--- src/rtl/rate_mon_pkg.sv ---
// -----------------------------------------------------------------------------
// rate_mon_pkg
// Shared definitions for the RX rate monitor:
//   - ch_state_e : per-channel frame state (IDLE, IN_FRAME)
//   - MAX_CH     : largest supported channel count / read-port address space
//   - MAX_CNT_W  : widest supported counter
//   - sat_inc()  : saturating increment used by every counter
// Optional feature macro used by the users of this package: RATE_MON_PEAK_EN.
// -----------------------------------------------------------------------------
package rate_mon_pkg;

    localparam int MAX_CH    = 16;
    localparam int MAX_CNT_W = 48;

    typedef enum logic [0:0] {
        IDLE     = 1'b0,
        IN_FRAME = 1'b1
    } ch_state_e;

    // Increment value by one when en is set, holding at max_value instead of
    // wrapping. Operands are carried at the widest counter width; callers
    // zero-extend their counter and pass their own all-ones limit.
    function automatic logic [MAX_CNT_W-1:0] sat_inc(
        input logic [MAX_CNT_W-1:0] value,
        input logic [MAX_CNT_W-1:0] max_value,
        input logic                 en
    );
        logic [MAX_CNT_W-1:0] result;
        if (en && (value != max_value)) begin
            result = value + 48'd1;
        end else begin
            result = value;
        end
        return result;
    endfunction

endpackage

--- src/rtl/rate_mon_channel.sv ---
// -----------------------------------------------------------------------------
// rate_mon_channel
// One monitored RX channel: live byte/frame/errored-frame counters, the
// errored-frame latch, the IDLE/IN_FRAME state machine and the per-window
// snapshots.
// Ports:
//   clk125MHz, rstn  : clock, asynchronous active-low reset
//   clear            : synchronous restart (live counters, latch, state, peak)
//   tick             : last cycle of the current window
//   rx_en, rx_err    : byte strobe and error flag for this channel
//   snap_bytes/frames/errs : counts captured at the last tick
//   peak             : largest bytes snapshot since reset/clear
//                      (only when RATE_MON_PEAK_EN is defined)
// -----------------------------------------------------------------------------
module rate_mon_channel
    import rate_mon_pkg::*;
#(
    parameter int CNT_W = 32
) (
    input  logic             clk125MHz,
    input  logic             rstn,
    input  logic             clear,
    input  logic             tick,
    input  logic             rx_en,
    input  logic             rx_err,
    output logic [CNT_W-1:0] snap_bytes,
    output logic [CNT_W-1:0] snap_frames,
`ifdef RATE_MON_PEAK_EN
    output logic [CNT_W-1:0] snap_errs,
    output logic [CNT_W-1:0] peak
`else
    output logic [CNT_W-1:0] snap_errs
`endif
);

    localparam logic [MAX_CNT_W-1:0] CNT_MAX = MAX_CNT_W'({CNT_W{1'b1}});

    ch_state_e        state_r;
    logic             ef_r;
    logic [CNT_W-1:0] bytes_r;
    logic [CNT_W-1:0] frames_r;
    logic [CNT_W-1:0] errs_r;
    logic [CNT_W-1:0] snap_bytes_r;
    logic [CNT_W-1:0] snap_frames_r;
    logic [CNT_W-1:0] snap_errs_r;

    logic             frame_start_s;
    logic             frame_end_s;
    logic             err_inc_s;
    logic [CNT_W-1:0] bytes_nxt_s;
    logic [CNT_W-1:0] frames_nxt_s;
    logic [CNT_W-1:0] errs_nxt_s;

    // Frame edge detection from the state machine and next-count values.
    // The state doubles as the previous-cycle rx_en, so frames spanning a
    // window boundary keep their history. At a frame end rx_en is 0, so the
    // current-cycle error term cannot contribute; only the latch matters.
    always_comb begin
        frame_start_s = 1'b0;
        frame_end_s   = 1'b0;
        case (state_r)
            IDLE:     frame_start_s = rx_en;
            IN_FRAME: frame_end_s   = ~rx_en;
            default: begin
                frame_start_s = 1'b0;
                frame_end_s   = 1'b0;
            end
        endcase
        err_inc_s    = frame_end_s & (ef_r | (rx_en & rx_err));
        bytes_nxt_s  = CNT_W'(sat_inc(MAX_CNT_W'(bytes_r),  CNT_MAX, rx_en));
        frames_nxt_s = CNT_W'(sat_inc(MAX_CNT_W'(frames_r), CNT_MAX, frame_start_s));
        errs_nxt_s   = CNT_W'(sat_inc(MAX_CNT_W'(errs_r),   CNT_MAX, err_inc_s));
    end

    // Frame state machine and errored-frame latch; neither is touched by tick.
    always_ff @(posedge clk125MHz or negedge rstn) begin
        if (!rstn) begin
            state_r <= IDLE;
            ef_r    <= 1'b0;
        end else if (clear) begin
            state_r <= IDLE;
            ef_r    <= 1'b0;
        end else begin
            case (state_r)
                IDLE: begin
                    if (rx_en) state_r <= IN_FRAME;
                    else       state_r <= IDLE;
                end
                IN_FRAME: begin
                    if (!rx_en) state_r <= IDLE;
                    else        state_r <= IN_FRAME;
                end
                default: state_r <= IDLE;
            endcase
            if (frame_end_s) begin
                ef_r <= 1'b0;
            end else if (rx_en && rx_err) begin
                ef_r <= 1'b1;
            end else begin
                ef_r <= ef_r;
            end
        end
    end

    // Live counters: restart at window end, otherwise accumulate.
    always_ff @(posedge clk125MHz or negedge rstn) begin
        if (!rstn) begin
            bytes_r  <= {CNT_W{1'b0}};
            frames_r <= {CNT_W{1'b0}};
            errs_r   <= {CNT_W{1'b0}};
        end else if (clear || tick) begin
            bytes_r  <= {CNT_W{1'b0}};
            frames_r <= {CNT_W{1'b0}};
            errs_r   <= {CNT_W{1'b0}};
        end else begin
            bytes_r  <= bytes_nxt_s;
            frames_r <= frames_nxt_s;
            errs_r   <= errs_nxt_s;
        end
    end

    // Snapshots take the next-count values so the tick cycle's own byte,
    // frame start or frame end lands in the closing window. clear wins over
    // tick and leaves the old snapshot in place.
    always_ff @(posedge clk125MHz or negedge rstn) begin
        if (!rstn) begin
            snap_bytes_r  <= {CNT_W{1'b0}};
            snap_frames_r <= {CNT_W{1'b0}};
            snap_errs_r   <= {CNT_W{1'b0}};
        end else if (tick && !clear) begin
            snap_bytes_r  <= bytes_nxt_s;
            snap_frames_r <= frames_nxt_s;
            snap_errs_r   <= errs_nxt_s;
        end else begin
            snap_bytes_r  <= snap_bytes_r;
            snap_frames_r <= snap_frames_r;
            snap_errs_r   <= snap_errs_r;
        end
    end

    assign snap_bytes  = snap_bytes_r;
    assign snap_frames = snap_frames_r;
    assign snap_errs   = snap_errs_r;

`ifdef RATE_MON_PEAK_EN
    logic [CNT_W-1:0] peak_r;

    // Running maximum of the bytes snapshot, compared against the value
    // being captured in this tick.
    always_ff @(posedge clk125MHz or negedge rstn) begin
        if (!rstn) begin
            peak_r <= {CNT_W{1'b0}};
        end else if (clear) begin
            peak_r <= {CNT_W{1'b0}};
        end else if (tick && (bytes_nxt_s > peak_r)) begin
            peak_r <= bytes_nxt_s;
        end else begin
            peak_r <= peak_r;
        end
    end

    assign peak = peak_r;
`endif

endmodule

--- src/rtl/rx_rate_monitor.sv ---
// -----------------------------------------------------------------------------
// rx_rate_monitor
// Per-channel RX throughput / frame-statistics monitor. Every WINDOW_CYCLES
// clocks the live counters of each channel are captured into snapshots that
// are read back through a registered mux selected by rd_ch.
// Optional feature macro: RATE_MON_PEAK_EN (adds per-channel peak register
// and the snap_peak port).
// Ports:
//   clk125MHz, rstn : sole clock, asynchronous active-low reset
//   clear           : synchronous restart of window and live counters
//   rx_en, rx_err   : per-channel byte strobe / error flag [N_CH]
//   rd_ch           : snapshot read channel select (>= N_CH reads zero)
//   snap_bytes/frames/errs : selected channel's last-window counts (1-cycle latency)
//   snap_peak       : selected channel's peak bytes (RATE_MON_PEAK_EN only)
//   snap_valid      : a window has completed since reset/clear
//   window_done     : one-cycle pulse, new snapshots available
// -----------------------------------------------------------------------------
module rx_rate_monitor
    import rate_mon_pkg::*;
#(
    parameter int N_CH          = 2,
    parameter int CNT_W         = 32,
    parameter int WINDOW_CYCLES = 125000000
) (
    input  logic             clk125MHz,
    input  logic             rstn,
    input  logic             clear,
    input  logic [N_CH-1:0]  rx_en,
    input  logic [N_CH-1:0]  rx_err,
    input  logic [3:0]       rd_ch,
    output logic [CNT_W-1:0] snap_bytes,
    output logic [CNT_W-1:0] snap_frames,
    output logic [CNT_W-1:0] snap_errs,
`ifdef RATE_MON_PEAK_EN
    output logic [CNT_W-1:0] snap_peak,
`endif
    output logic             snap_valid,
    output logic             window_done
);

    localparam int                WCNT_W    = $clog2(WINDOW_CYCLES);
    localparam logic [WCNT_W-1:0] WCNT_LAST = WCNT_W'(WINDOW_CYCLES - 1);

    logic [WCNT_W-1:0] wcnt_r;
    logic              tick_s;
    logic              snap_valid_r;
    logic              window_done_r;
    logic [CNT_W-1:0]  snap_bytes_r;
    logic [CNT_W-1:0]  snap_frames_r;
    logic [CNT_W-1:0]  snap_errs_r;

    // Padded to the full 4-bit address space; unpopulated slots read zero.
    logic [CNT_W-1:0]  ch_bytes_s  [MAX_CH];
    logic [CNT_W-1:0]  ch_frames_s [MAX_CH];
    logic [CNT_W-1:0]  ch_errs_s   [MAX_CH];

    assign tick_s = (wcnt_r == WCNT_LAST);

    // Window counter, 0..WINDOW_CYCLES-1.
    always_ff @(posedge clk125MHz or negedge rstn) begin
        if (!rstn) begin
            wcnt_r <= {WCNT_W{1'b0}};
        end else if (clear || tick_s) begin
            wcnt_r <= {WCNT_W{1'b0}};
        end else begin
            wcnt_r <= wcnt_r + WCNT_W'(1);
        end
    end

    // Window status flags; clear suppresses a coincident tick.
    always_ff @(posedge clk125MHz or negedge rstn) begin
        if (!rstn) begin
            window_done_r <= 1'b0;
            snap_valid_r  <= 1'b0;
        end else if (clear) begin
            window_done_r <= 1'b0;
            snap_valid_r  <= 1'b0;
        end else begin
            window_done_r <= tick_s;
            snap_valid_r  <= snap_valid_r | tick_s;
        end
    end

`ifdef RATE_MON_PEAK_EN
    logic [CNT_W-1:0] ch_peak_s [MAX_CH];
    logic [CNT_W-1:0] snap_peak_r;
`endif

    for (genvar g = 0; g < MAX_CH; g++) begin : g_ch
        if (g < N_CH) begin : g_on
            rate_mon_channel #(
                .CNT_W(CNT_W)
            ) u_ch (
                .clk125MHz   (clk125MHz),
                .rstn        (rstn),
                .clear       (clear),
                .tick        (tick_s),
                .rx_en       (rx_en[g]),
                .rx_err      (rx_err[g]),
                .snap_bytes  (ch_bytes_s[g]),
                .snap_frames (ch_frames_s[g]),
`ifdef RATE_MON_PEAK_EN
                .snap_errs   (ch_errs_s[g]),
                .peak        (ch_peak_s[g])
`else
                .snap_errs   (ch_errs_s[g])
`endif
            );
        end else begin : g_off
            assign ch_bytes_s[g]  = {CNT_W{1'b0}};
            assign ch_frames_s[g] = {CNT_W{1'b0}};
            assign ch_errs_s[g]   = {CNT_W{1'b0}};
`ifdef RATE_MON_PEAK_EN
            assign ch_peak_s[g]   = {CNT_W{1'b0}};
`endif
        end
    end

    // Registered read mux.
    always_ff @(posedge clk125MHz or negedge rstn) begin
        if (!rstn) begin
            snap_bytes_r  <= {CNT_W{1'b0}};
            snap_frames_r <= {CNT_W{1'b0}};
            snap_errs_r   <= {CNT_W{1'b0}};
        end else if ({1'b0, rd_ch} < 5'(N_CH)) begin
            snap_bytes_r  <= ch_bytes_s[rd_ch];
            snap_frames_r <= ch_frames_s[rd_ch];
            snap_errs_r   <= ch_errs_s[rd_ch];
        end else begin
            snap_bytes_r  <= {CNT_W{1'b0}};
            snap_frames_r <= {CNT_W{1'b0}};
            snap_errs_r   <= {CNT_W{1'b0}};
        end
    end

`ifdef RATE_MON_PEAK_EN
    // Registered read of the peak register, same addressing as the snapshots.
    always_ff @(posedge clk125MHz or negedge rstn) begin
        if (!rstn) begin
            snap_peak_r <= {CNT_W{1'b0}};
        end else if ({1'b0, rd_ch} < 5'(N_CH)) begin
            snap_peak_r <= ch_peak_s[rd_ch];
        end else begin
            snap_peak_r <= {CNT_W{1'b0}};
        end
    end

    assign snap_peak = snap_peak_r;
`endif

    assign snap_bytes  = snap_bytes_r;
    assign snap_frames = snap_frames_r;
    assign snap_errs   = snap_errs_r;
    assign snap_valid  = snap_valid_r;
    assign window_done = window_done_r;

endmodule

--- config.mk ---
export PLATFORM = sky130hd
export DESIGN_NAME = rx_rate_monitor
export DESIGN_NICKNAME = d
export VERILOG_FILES = /design/src/rtl/rate_mon_pkg.sv /design/src/rtl/rate_mon_channel.sv /design/src/rtl/rx_rate_monitor.sv
export SDC_FILE = /design/constraint.sdc
export NUM_CORES = 1
export LEC_CHECK = 0
export BUFFER_PORTS_ARGS = -buffer_cell sky130_fd_sc_hd__buf_2
export CAP_MARGIN = 20
export CORE_UTILIZATION = 48
export DETAILED_ROUTE_END_ITERATION = 12
export PLACE_DENSITY = 0.73
export SYNTH_ARGS = -nofsm -noshare
export SYNTH_HDL_FRONTEND = slang
export SYNTH_SLANG_ARGS = --single-unit
--- constraint.sdc ---
create_clock -name clk125MHz -period 2.8 [get_ports clk125MHz]
set_clock_uncertainty 0.1 [all_clocks]
set_input_delay 0.56 -clock clk125MHz [delete_from_list [all_inputs] [get_ports clk125MHz]]
set_output_delay 0.56 -clock clk125MHz [all_outputs]
set_load 0.01 [all_outputs]
-- After elaboration in Yosys (flattened, before gate mapping)
Cells that the tools add are included.
- bits in registers: 513
- bits of input ports: 11
- logic and storage cells: 102
- add/sub/neg operators: 7
- $lt $le $gt $ge: 2
- equality and inequality tests: 7
- multiplexer cells: 41
- bitwise operators: 10
- reductions and logical operators: 13
- operators by type and width (cell ; number):
    32-bit 2-to-1 mux ; 21
    32-bit binary-select mux with 4-bit select ; 3
    32-bit by 1-bit adder with 32-bit output, second input constant ; 6
    32-bit inequality test, second input constant ; 6
    27-bit by 1-bit adder with 27-bit output, second input constant ; 1
    27-bit == test, second input constant ; 1
    27-bit 2-to-1 mux ; 1
    1-bit 2-to-1 mux ; 16
    1-bit logical AND ; 9
    3-bit nonzero test ; 2
    5-bit greater-or-equal comparator, second input constant ; 1
    4-bit NOT with 5-bit output ; 1
    1-bit bitwise AND ; 4
    4-bit by 2-bit < comparator with 1-bit output, second input constant ; 1
    1-bit bitwise OR ; 3
    1-bit NOT ; 2
    1-bit logical NOT ; 1
    1-bit logical OR ; 1

-- Longest topological paths before layout
- depth after elaboration: 6
- mapped depth: 9
- gate-level depth less buffers: 6

-- By module
From an unflattened synthesis, not the netlist that was laid out.
- cells, all modules: 2320
- area, all modules: 23271.1 um^2
- by module, submodules not included (module ; instances ; cells each ; area an instance (um^2)):
    rate_mon_channel ; 2 ; 928 ; 8937.3
    rx_rate_monitor ; 1 ; 464 ; 5396.4

-- Least setup slack after synthesis
Ideal clock, no wire load.
- kind: input to register
- start point: input rx_en[0]
- end point: register g_ch[0].g_on.u_ch.snap_errs_r[23]
- data arrival time: 2.271 ns
- required time: 2.631 ns
- path slack: 0.359 ns
- stages on the path: 6
- cell sequence: buf_1 > nand3b_4 > nor4_1 > nand2_1 > or4b_2 > nand3_1
- word-level cells in the longest chain between the ends: 5
- elaborated cells on any way between the ends: 7
- those cells by class: mux (2); bitwise (4); reduce/logical (1)
- ends and longest elaborated chain (what ; RTL line ; text):
    start, declared ; rx_rate_monitor.sv:28 ; input logic [N_CH-1:0] rx_en,
    1-bit bitwise AND or 1-bit NOT (tied branches) ; rate_mon_channel.sv:69, rate_mon_channel.sv:63 ;
    1-bit bitwise OR or 1-bit 2-to-1 mux (tied branches) ; rate_mon_channel.sv:69, rate_mon_channel.sv:61 ;
    1-bit bitwise AND (*) ; rate_mon_channel.sv:69 ; err_inc_s = frame_end_s & (ef_r | (rx_en & rx_err));
    1-bit logical AND (*) ; rate_mon_pkg.sv:29 ; if (en && (value != max_value)) begin
    32-bit 2-to-1 mux (*) ; rate_mon_pkg.sv:29 ;
    end signal, assigned ; rate_mon_channel.sv:129 ; snap_errs_r <= {CNT_W{1'b0}};
    end signal, assigned ; rate_mon_channel.sv:133 ; snap_errs_r <= errs_nxt_s;
    end signal, assigned ; rate_mon_channel.sv:137 ; snap_errs_r <= snap_errs_r;
    end, declared ; rate_mon_channel.sv:45 ; logic [CNT_W-1:0] snap_errs_r;
Mark *: on every way between the ends. The rest lies on a longest branch, timed or not.
A chain may end at the register's enable or synchronous reset.

-- Worst setup path after layout
- start point: register g_ch[0].g_on.u_ch.errs_r[0]
- end point: register g_ch[0].g_on.u_ch.snap_errs_r[30]
- word-level cells in the longest chain between the ends: 3
- elaborated cells on any way between the ends: 4
- those cells by class: add/sub (1); eq/ne (1); mux (1); reduce/logical (1)
- ends and longest elaborated chain (what ; RTL line ; text):
    start, declared ; rate_mon_channel.sv:42 ; logic [CNT_W-1:0] errs_r;
    start signal, assigned ; rate_mon_channel.sv:110 ; errs_r <= {CNT_W{1'b0}};
    start signal, assigned ; rate_mon_channel.sv:114 ; errs_r <= {CNT_W{1'b0}};
    start signal, assigned ; rate_mon_channel.sv:118 ; errs_r <= errs_nxt_s;
    branches (longest 2 deep; another with 32-bit by 1-bit adder with 32-bit output) ; - ;
    32-bit 2-to-1 mux (*) ; rate_mon_pkg.sv:29 ;
Every way passes the cells marked *.

==> metrics.md <==
| Metric | Value |
|---|---|
| Outcome | complete, no violations |
| Post-Syn Instances | 2364 |
| Leading cell types by count after synthesis | dfrtp_1, nor2_1, nand2_1, o21ai_0, clkbuf_1 |
| Yosys warnings | 0 |
| Ports | 109 |
| Rows | 80 |
| CTS Buf Count | 53 |
| CTS tree | done |
| Asr flop ratio synth | 100% |
| Clock sink count | 513 |
| Post-layout min period | 2760 ps |
| Initial Util | 49.0% |
| Core ar. | 0.0480 mm² |
| Routability cong. | 0.916 |
| Setup crit start kind | flop |
| Comb power frac | 2.7% |
| HPWL after DPL | 40600 µm |
| Post-route ant nets | 0 |
| Vias | 18700 |
| DP Worst Slack | 0.785 ps |
| Later-pin clock latency in the skew report | 610 ps |
| Total global routing overflow | 0 |
| Pint | 12.1 mW |
| First-pass GRT wire length | 98100 µm |
| Psw | 3.41 mW |
| Final Hold Viols | 0 |
| DR DRC count | 0 |
| Fraction of layout cells with a size suffix above 1 | 12.9% |
| CP peak stage delay | 670 ps |
| Drt initial violations | 1498 |
| Antenna Diode Count | 0 |
| WP data required | 3210 ps |
| Sw frac | 22.0% |
| CTS Buffer Depth | 3 |
| Fillcell total | 4141 |
| Slew @ Worst Pin | 765 ps |
| Post-synth top area share | 54.6% |
| Clock Power Share | 49.1% |
| Fin crit share | 98.5% |
| Area grow syn2layout | 14.9% |
| Routed WL | 59700 µm |
| DIE WIDTH | 223 µm |
| Worst-path fanout max | 7 |
| Worst path cell trace | ha_1 -> and3_1 -> nand4_1 -> or4b_4 -> or4_4 -> a31oi_1 |
| Sequential-to-total area share from yosys stat | 54.6% |
| Peak supply drop | 0.494 mV |
| PortBufs | 108 |
| Gr usage total | 24.3% |
| Initial antenna violation count | 0 |
| Netlist Area Pre-Place | 0.0235 mm² |
| Routed vias/inst | 5.99 |
| Syn avg cell area | 9.95 µm² |
| RSZ-0062 raised after global routing | false |
| Most frequent cell after synthesis | dfrtp_1 |
| Die height | 223 µm |
| Fmax | 363 MHz |
| Primary FF master, synth | dfrtp_1 |
| Die area | 0.0499 mm² |
| P per Cell Area | 573 mW/mm² |
| Largest net degree at the start of global routing | 101 |
| Mapped Nets | 2382 |
| Critical path type | flop to flop |
| Final setup viols | 0 |
| MaxCap Viol Count | 0 |
| CP endpoint kind | flop |
| P_leak | 11.8 nW |
| CTS Root Cell | clkbuf_16 |
| Largest area contributor in the netlist | dfrtp_1 |
| NumNets Final | 2486 |
| Synth area leaders | dfrtp_1, nor2_1, mux2i_1, o21ai_0, nand2_1 |
| Post-synthesis cell type count | 66 |
| Vias in the first global route | 18700 |
| Clock-pin slew on the worst setup and hold paths | 60 ps |
| Count of final max-slew check failures | 0 |
| Crit-path slowest cell | or4b_4 |
| #FFs+latches synth | 513 |
| Worst hold path class | input pin to flop |
| Htree depth | 2 |
| Setup TNS Final | 0 ps |
| EDFF count, synth | 0 |
| Sequential group share of total power | 48.1% |
| Final WS setup | 41.6 ps |
| Critical path arrival | 3160 ps |
| Total iterations of the first detailed-routing run | 6 |
| Relative slew slack | 49.0% |
| DR WL/cell | 19.1 µm |
[repair_timing]
item | 4_1_cts | 5_1_grt
hold endpoints to repair | 39 | 0
hold buffers | 1 | 0
setup buffers | 0 | 2
endpoints found under the setup margin | 0 | 2
gates resized for setup | 0 | 1
[worst paths after layout]
check	slack [ps]	cells past startpoint	end	from
max	40	6	g_ch[0].g_on.u_ch.snap_errs[30]$_DFFE_PN0P_	g_ch[0].g_on.u_ch.errs_r[0]$_DFF_PN0_
min in group asynchronous	390	2	wcnt_r[21]$_DFF_PN0_	rstn
min	160	3	g_ch[0].g_on.u_ch.ef_r$_DFFE_PN0P_	rx_err[0]
max reg2reg	40	6	g_ch[0].g_on.u_ch.snap_errs[30]$_DFFE_PN0P_	g_ch[0].g_on.u_ch.errs_r[0]$_DFF_PN0_
max in group asynchronous	1330	3	g_ch[1].g_on.u_ch.snap_frames[26]$_DFFE_PN0P_	rstn
min reg2reg	380	2	g_ch[0].g_on.u_ch.snap_frames[0]$_DFFE_PN0P_	g_ch[0].g_on.u_ch.snap_frames[0]$_DFFE_PN0P_
[power by group through the flow]
stage	sequential (mW)	clock (mW)	combinational, mW
2_1_floorplan	7.59	0	0.175
3_3_place_gp	7.59	0	0.421
3_5_place_dp	7.59	0	0.432
4_1_cts	7.46	7.73	0.436
5_1_grt	7.46	8.01	0.476
6_report	7.46	7.61	0.425
[critical path, delay by kind of cell, from the launching register on]
| kind | cells | cell delay (ps) |
|---|---|---|
| compound gates | 1 | 180 |
| simple gates | 4 | 1750 |
| flops | 1 | 420 |
| fa+ha+maj | 1 | 210 |
[placed cells by master, fill, tap and decap left out, drive strengths merged, types with 70 or more instances in the layout]
cell type | netlist | routed
dfrtp | 513 | 513
nor2 | 318 | 318
nand2 | 203 | 203
buf | 32 | 191
o21ai | 168 | 168
mux2i | 104 | 104
a21oi | 103 | 103
nand3 | 100 | 100
nand4 | 83 | 83
or3 | 76 | 76
a31oi | 70 | 70
[cell families (layout without fill, tap and decap cells)]
kind of cell	count (synthesis)	in the layout	share of synthesized area, %
simple gates	1012	1012	22.0
flops	513	513	54.6
compound gates	455	455	11.8
buf+inv	159	307	2.64
xor+xnor	113	113	4.21
mux	105	105	4.47
fa+ha+maj	7	7	0.372
[state kept, by name, summed over array words and instances (netlist names)]
name	cells
snap_bytes	32
snap_frames	32
window_done	1
g_ch.g_on.u_ch.snap_errs	64
g_ch.g_on.u_ch.errs_r	64
snap_valid	1
wcnt_r	27
g_ch.g_on.u_ch.snap_frames	64
g_ch.g_on.u_ch.snap_bytes	64
g_ch.g_on.u_ch.bytes_r	64
snap_errs	32
g_ch.g_on.u_ch.ef_r	2
g_ch.g_on.u_ch.frames_r	64
g_ch.g_on.u_ch.state_r	2
[metrics by stage]
step | std cells | util [%] | total power [mW] | instance area, µm² | hold WS (ps)
after floorplan | 2364 | - | 7.76 | 23500 | 164
after global placement | 3025 | 52.3 | 8.01 | 25100 | 360
after detailed placement | 3025 | 52.3 | 8.02 | 25100 | 370
after CTS | 3125 | 56.2 | 15.6 | 27000 | 121
after global routing | 3127 | 56.3 | 15.9 | 27000 | 141
final | 3127 | 56.3 | 15.5 | 27000 | 163
[cell type report]
| type | instances | area, µm² | share of cell area (%) |
|---|---|---|---|
| clock buffer | 69 | 1510 | 5.58 |
| clock inverter | 30 | 378 | 1.40 |
| inverter | 16 | 62.6 | 0.231 |
| multi-input combinational | 1692 | 10100 | 37.4 |
| sequential | 513 | 12800 | 47.5 |
| tap | 615 | 769 | 2.85 |
| timing repair buffer | 192 | 1370 | 5.05 |
[routing by layer]
metal	global-route usage, %	up-vias	wire length [µm]
met2	38.4	622	27700
li1	-	8780	-
met3	4.10	139	3480
met4	10.5	0	2320
met5	0	-	0
met1	33.3	9190	26200
Note: power is estimated with default switching activity, not from simulation.
